[src/rtl/clk_meas_pkg.sv]
// Shared types and default sizing for the clock period meter and its helpers.
package clk_meas_pkg;

    typedef enum logic [1:0] {
        S_IDLE = 2'd0,
        S_HIGH = 2'd1,
        S_LOW  = 2'd2
    } meas_state_t;

    localparam int W_DEFAULT       = 16;
    localparam int TIMEOUT_DEFAULT = 50000;

endpackage

[src/rtl/sync_edge_detect.sv]
// Two-flop synchroniser for an asynchronous level, plus a delayed copy for
// single-cycle rise/fall strobes.
module sync_edge_detect (
    input  logic clk,
    input  logic reset,
    input  logic sig_in,
    output logic level,
    output logic rise,
    output logic fall
);

    logic       sync1_reg;
    logic       sync2_reg;
    logic       prev_reg;
    logic [2:0] fill_reg;

    // fill_reg marks when prev_reg holds a genuine sample; until then the
    // reset-forced zeros must not be mistaken for a level change.
    always_ff @(posedge clk or posedge reset) begin
        if (reset) begin
            sync1_reg <= 1'b0;
            sync2_reg <= 1'b0;
            prev_reg  <= 1'b0;
            fill_reg  <= 3'b000;
        end else begin
            sync1_reg <= sig_in;
            sync2_reg <= sync1_reg;
            prev_reg  <= sync2_reg;
            fill_reg  <= {fill_reg[1:0], 1'b1};
        end
    end

    assign level = sync2_reg;
    assign rise  = fill_reg[2] &  sync2_reg & ~prev_reg;
    assign fall  = fill_reg[2] & ~sync2_reg &  prev_reg;

endmodule

[src/rtl/clk_period_meter.sv]
// Measures period and high time of a slow asynchronous square wave in clk
// cycles, with a stall timeout when no edge arrives for TIMEOUT cycles.
module clk_period_meter
    import clk_meas_pkg::*;
#(
    parameter int W       = W_DEFAULT,
    parameter int TIMEOUT = TIMEOUT_DEFAULT
) (
    input  logic         clk,
    input  logic         reset,
    input  logic         sig_in,
    output logic [W-1:0] period,
    output logic [W-1:0] high_time,
    output logic         valid,
    output logic         timeout
);

    generate
        if (TIMEOUT < 2 || TIMEOUT > (2 ** W) - 1) begin : g_bad_timeout
            $error("clk_period_meter: TIMEOUT out of range 2 .. 2^W-1");
        end
    endgenerate

    localparam logic [W-1:0] TMO     = W'(TIMEOUT);
    localparam logic [W-1:0] CNT_MAX = {W{1'b1}};

    logic level;
    logic rise;
    logic fall;

    sync_edge_detect u_sync (
        .clk    (clk),
        .reset  (reset),
        .sig_in (sig_in),
        .level  (level),
        .rise   (rise),
        .fall   (fall)
    );

    meas_state_t state_reg;
    meas_state_t state_next;
    logic [W-1:0] cnt_reg;
    logic [W-1:0] hi_tmp_reg;
    logic [W-1:0] lo_acc_reg;
    logic [W-1:0] high_time_reg;
    logic         valid_reg;
    logic         timeout_reg;
    logic         capture_hi;
    logic         measure;
    logic         stall;
    logic [W:0]   sum_full;

    always_ff @(posedge clk or posedge reset) begin
        if (reset) begin
            cnt_reg <= '0;
        end else if (rise || fall) begin
            cnt_reg <= {{(W-1){1'b0}}, 1'b1};
        end else if (cnt_reg != CNT_MAX) begin
            cnt_reg <= cnt_reg + 1'b1;
        end
    end

    always_ff @(posedge clk or posedge reset) begin
        if (reset) begin
            state_reg <= S_IDLE;
        end else begin
            state_reg <= state_next;
        end
    end

    // An edge always wins over a coincident cnt == TIMEOUT; the stall test
    // only applies while the line still sits at the level the state expects.
    always_comb begin
        state_next = state_reg;
        capture_hi = 1'b0;
        measure    = 1'b0;
        stall      = 1'b0;
        case (state_reg)
            S_IDLE: begin
                if (rise) begin
                    state_next = S_HIGH;
                end
            end
            S_HIGH: begin
                if (fall) begin
                    capture_hi = 1'b1;
                    state_next = S_LOW;
                end else if (level && cnt_reg == TMO) begin
                    stall      = 1'b1;
                    state_next = S_IDLE;
                end
            end
            S_LOW: begin
                if (rise) begin
                    measure    = 1'b1;
                    state_next = S_HIGH;
                end else if (!level && cnt_reg == TMO) begin
                    stall      = 1'b1;
                    state_next = S_IDLE;
                end
            end
            default: state_next = S_IDLE;
        endcase
    end

    always_ff @(posedge clk or posedge reset) begin
        if (reset) begin
            hi_tmp_reg    <= '0;
            lo_acc_reg    <= '0;
            high_time_reg <= '0;
            valid_reg     <= 1'b0;
            timeout_reg   <= 1'b0;
        end else begin
            valid_reg <= measure;
            if (capture_hi) begin
                hi_tmp_reg <= cnt_reg;
            end
            if (measure) begin
                high_time_reg <= hi_tmp_reg;
                lo_acc_reg    <= cnt_reg;
                timeout_reg   <= 1'b0;
            end else if (stall) begin
                timeout_reg   <= 1'b1;
            end
        end
    end

    // Period is the saturated sum of the two held half-period registers, so it
    // updates on exactly the same edge as high_time.
    assign sum_full  = {1'b0, high_time_reg} + {1'b0, lo_acc_reg};
    assign period    = sum_full[W] ? CNT_MAX : sum_full[W-1:0];
    assign high_time = high_time_reg;
    assign valid     = valid_reg;
    assign timeout   = timeout_reg;

endmodule

[config.mk]
export PLATFORM = sky130hd
export DESIGN_NAME = clk_period_meter
export DESIGN_NICKNAME = d
export VERILOG_FILES = /design/src/rtl/clk_meas_pkg.sv /design/src/rtl/sync_edge_detect.sv /design/src/rtl/clk_period_meter.sv
export SDC_FILE = /design/constraint.sdc
export NUM_CORES = 1
export LEC_CHECK = 0
export CORE_AREA = 2 2 106 159
export CTS_CLUSTER_DIAMETER = 60
export DETAILED_ROUTE_END_ITERATION = 16
export DIE_AREA = 0 0 108 161
export GPL_TIMING_DRIVEN = 0
export PLACE_DENSITY_LB_ADDON = 0.12
export SLEW_MARGIN = 20
export SYNTH_ARGS = -nofsm -noshare
export SYNTH_HDL_FRONTEND = slang
export SYNTH_SLANG_ARGS = --single-unit
[constraint.sdc]
create_clock -name clk -period 2.5 [get_ports clk]
set_input_delay 0.375 -clock clk [delete_from_list [all_inputs] [get_ports clk]]
set_output_delay 0.375 -clock clk [all_outputs]
set_load 0.1 [all_outputs]
==> results.py <==
metrics = {
    "sta": {
        "rsz0062_at_grt": "yes",
        "fin_crit_ns": 3.012,
        "slew_violations": 0,
        "fin_crit_sh_pct": 120.5,
        "clock_skew_ns": 0.007044,
        "slew_headroom_pct": 34.97,
        "worst_pin_slew_ns": 0.9724,
        "setup_ws_ns": -0.5120,
        "hold_viol": 0,
        "setup_violations": 16,
        "max_freq_mhz": 332.0,
    },
    "clock_tree": {
        "clk_path_buf_depth": 2,
        "cts-buffers-inserted": 9,
        "clk-insertion-delay-late_ns": 0.33,
        "cts_tree": "built",
        "h-tree-depth": 3,
        "cts_hold_buf": 0,
        "cts.sinks": 74,
        "cts-root-buf": "clkbuf_16",
        "cts.clk_slew.worst_paths_ns": 0.06,
    },
    "die": {
        "ios": 37,
        "coreArea_sq_mm": 0.01605,
        "start_util_pct": 24.32,
        "die-area_sq_mm": 0.01739,
        "die_h_microns": 161,
        "die_width_microns": 108,
        "rows": 57,
    },
    "placed_design": {
        "place_hpwl_mm": 7.480,
        "dp.cells": 667,
        "gp_congestion": 0.8642,
        "port_buffers": 36,
        "pre_cts_ws_ns": -1.344,
    },
    "yosys": {
        "yosys_warnings": 0,
        "synth_cell_types": 49,
        "synth_most_common_cell": "nand2_1",
        "ys_async_sr_fraction_pct": 100.0,
        "synthCells": 424,
        "yosysTopAreaCell": "dfrtp_1",
        "synth.top_cell.area_share_pct": 47.45,
        "ys_top_cells_by_count": "126 x nand2_1, 74 x dfrtp_1, 24 x nor2_1",
        "synth_area_leaders": "dfrtp_1 47%, nand2_1 12%, ha_1 7.1%",
        "ys.flop_type": "dfrtp_1",
        "synth-seq-cells": 74,
        "synth_edf_count": 0,
        "syn_area_sq_mm": 0.003902,
        "synthesis.nets": 450,
        "syn_avg_cell_area_sq_um": 9.204,
        "ys_seq_area_share_pct": 47.45,
    },
    "status": {
        "violations": "negative setup slack",
        "outcome": "finished, violations left",
    },
    "setup_path": {
        "crit_type": "reg -> out",
        "crit_fanout": 4,
        "arrival_ns": 2.64,
        "cp-end-kind": "output port",
        "critPathLaunchType": "flop",
        "cp.required_ns": 2.12,
    },
    "min_path": {
        "hold_path_class": "in -> async",
    },
    "power_and_ir_drop": {
        "vdd_drop_max_v": 0.0005822,
        "leakagePower_nw": 2.564,
        "power-per-cell-area_mw_per_mm2": 723.7,
    },
    "routing": {
        "post_drt_wl_per_cell_microns": 14.21,
        "wl_mm": 9.887,
        "num_vias": 3079,
        "antenna_left": 0,
        "drtPass1Iterations": 5,
        "drtIter0Drc": 75,
        "drc": 0,
        "viasPerCell": 4.424,
    },
    "flow_run": {
        "cap_violations": 0,
    },
    "final_layout": {
        "fin_nets": 511,
        "fin_util_pct": 34.50,
        "insertedDiodeCount": 0,
        "drive_gt1_share_pct": 25.51,
        "area_delta_synth_final_pct": 41.84,
        "fin_cells": 696,
    },
    "global_route": {
        "grt_max_degree": 56,
        "grt_pass1_wl_mm": 16.48,
        "globalRouteOverflowTotal": 0,
        "grt_antenna_before_repair": 0,
        "track_usage_pct": 12.18,
        "grt_pass1_vias": 3142,
    },
}
-- final timing paths --
path,start,to,slack (ns),depth (start not counted)
max,lo_acc_reg[0],period[14],-0.51,11
min,reset,hi_tmp_reg[1],0.35,2
max reg2reg,cnt_reg[11],state_reg[1],0.25,6
min reg2reg,u_sync.fill_reg[1],u_sync.fill_reg[2],0.35,0
max in group asynchronous,reset,high_time[11],1.56,3
min in group clk,u_sync.fill_reg[1],u_sync.fill_reg[2],0.35,0
-- layer usage --
metal / wire length [microns] / track usage (%) / share of wire [%] / up-vias
li1: - / - / - / 1548
met1: 4054 / 13.94 / 41 / 1464
met2: 5348 / 21.73 / 54 / 46
met3: 195 / 2.421 / 2.0 / 21
met4: 288 / 5.186 / 2.9 / 0
met5: 0 / 0 / 0 / -
-- stage by stage --
stage	instance area [sq um]	hold slack, ns	power (mW)	TNS, ns
after floorplan	4184	0.3312	2.236	-6.144
after detailed placement	4832	0.3355	2.488	-19.73
after global routing	5535	0.3560	4.187	-9.551
after global placement	4802	0.3346	2.467	-106.38
final	5535	0.3475	4.006	-7.815
after CTS	5500	0.3495	4.042	-8.011
-- power by group --
group / switching, mW / internal (mW)
registers: 0.104 / 1.32
clock network: 0.502 / 0.902
logic: 0.752 / 0.429
total: 1.36 / 2.65
-- cell type report --
type	count	area, sq um
fillers	1624	10510
clock inverters	6	90.09
clock buffers	10	239.0
repair buffers	50	664.4
plain buffers	17	95.09
inverters	12	47.55
flip-flops and latches	74	1871
well taps	206	257.7
multi-input cells	321	2271
-- worst max-delay path, stage by stage, from the launching register on --
cell and delay (ns):
dfrtp_1 0.43, ha_4 0.19, fa_2 0.37, a21oi_4 0.18
o22ai_4 0.11, o21ai_2 0.18, nand2_2 0.10, a21boi_4 0.27
buf_4 0.16, buf_4 0.11, o21ai_4 0.05, buf_8 0.18
-- cell families after synthesis --
group / Yosys count / share of synthesized area, %
and+or+nand+nor: 202 / 23.53
other: 1 / 0.09609
buffers and inverters: 29 / 3.046
AOI/OAI and AO/OA: 54 / 7.952
DFF: 74 / 47.45
xor gates and xnor gates: 22 / 4.937
muxes: 19 / 5.418
adders and majority gates: 23 / 7.566
-- placed cells by master (no fill, tap or decap), types with 4 or more instances in the layout --
| master | n |
|---|---|
| clkbuf_1 | 11 |
| dfrtp_1 | 59 |
| buf_12 | 14 |
| a21oi_1 | 13 |
| o21ai_0 | 15 |
| xor2_1 | 10 |
| ha_1 | 17 |
| nor2_1 | 24 |
| nand3_1 | 12 |
| dfrtp_2 | 15 |
| mux2_2 | 17 |
| clkdlybuf4s50_1 | 20 |
| nand2_1 | 113 |
| a21oi_2 | 4 |
| buf_6 | 4 |
| inv_1 | 11 |
| buf_4 | 9 |
| nand2_8 | 10 |
| or3_1 | 5 |
| xnor2_1 | 11 |
| clkbuf_16 | 11 |
-- what timing repair did --
| action | in CTS | in global routing |
|---|---|---|
| endpoints found under the setup margin | 16 | 18 |
| hold endpoints to repair | 0 | 0 |
| gates cloned | 1 | 0 |
| gates resized for setup | 159 | 8 |
| pin swaps | 9 | 4 |
| setup buffers | 11 | 1 |
No activity file was read; power rests on OpenSTA's default activity.
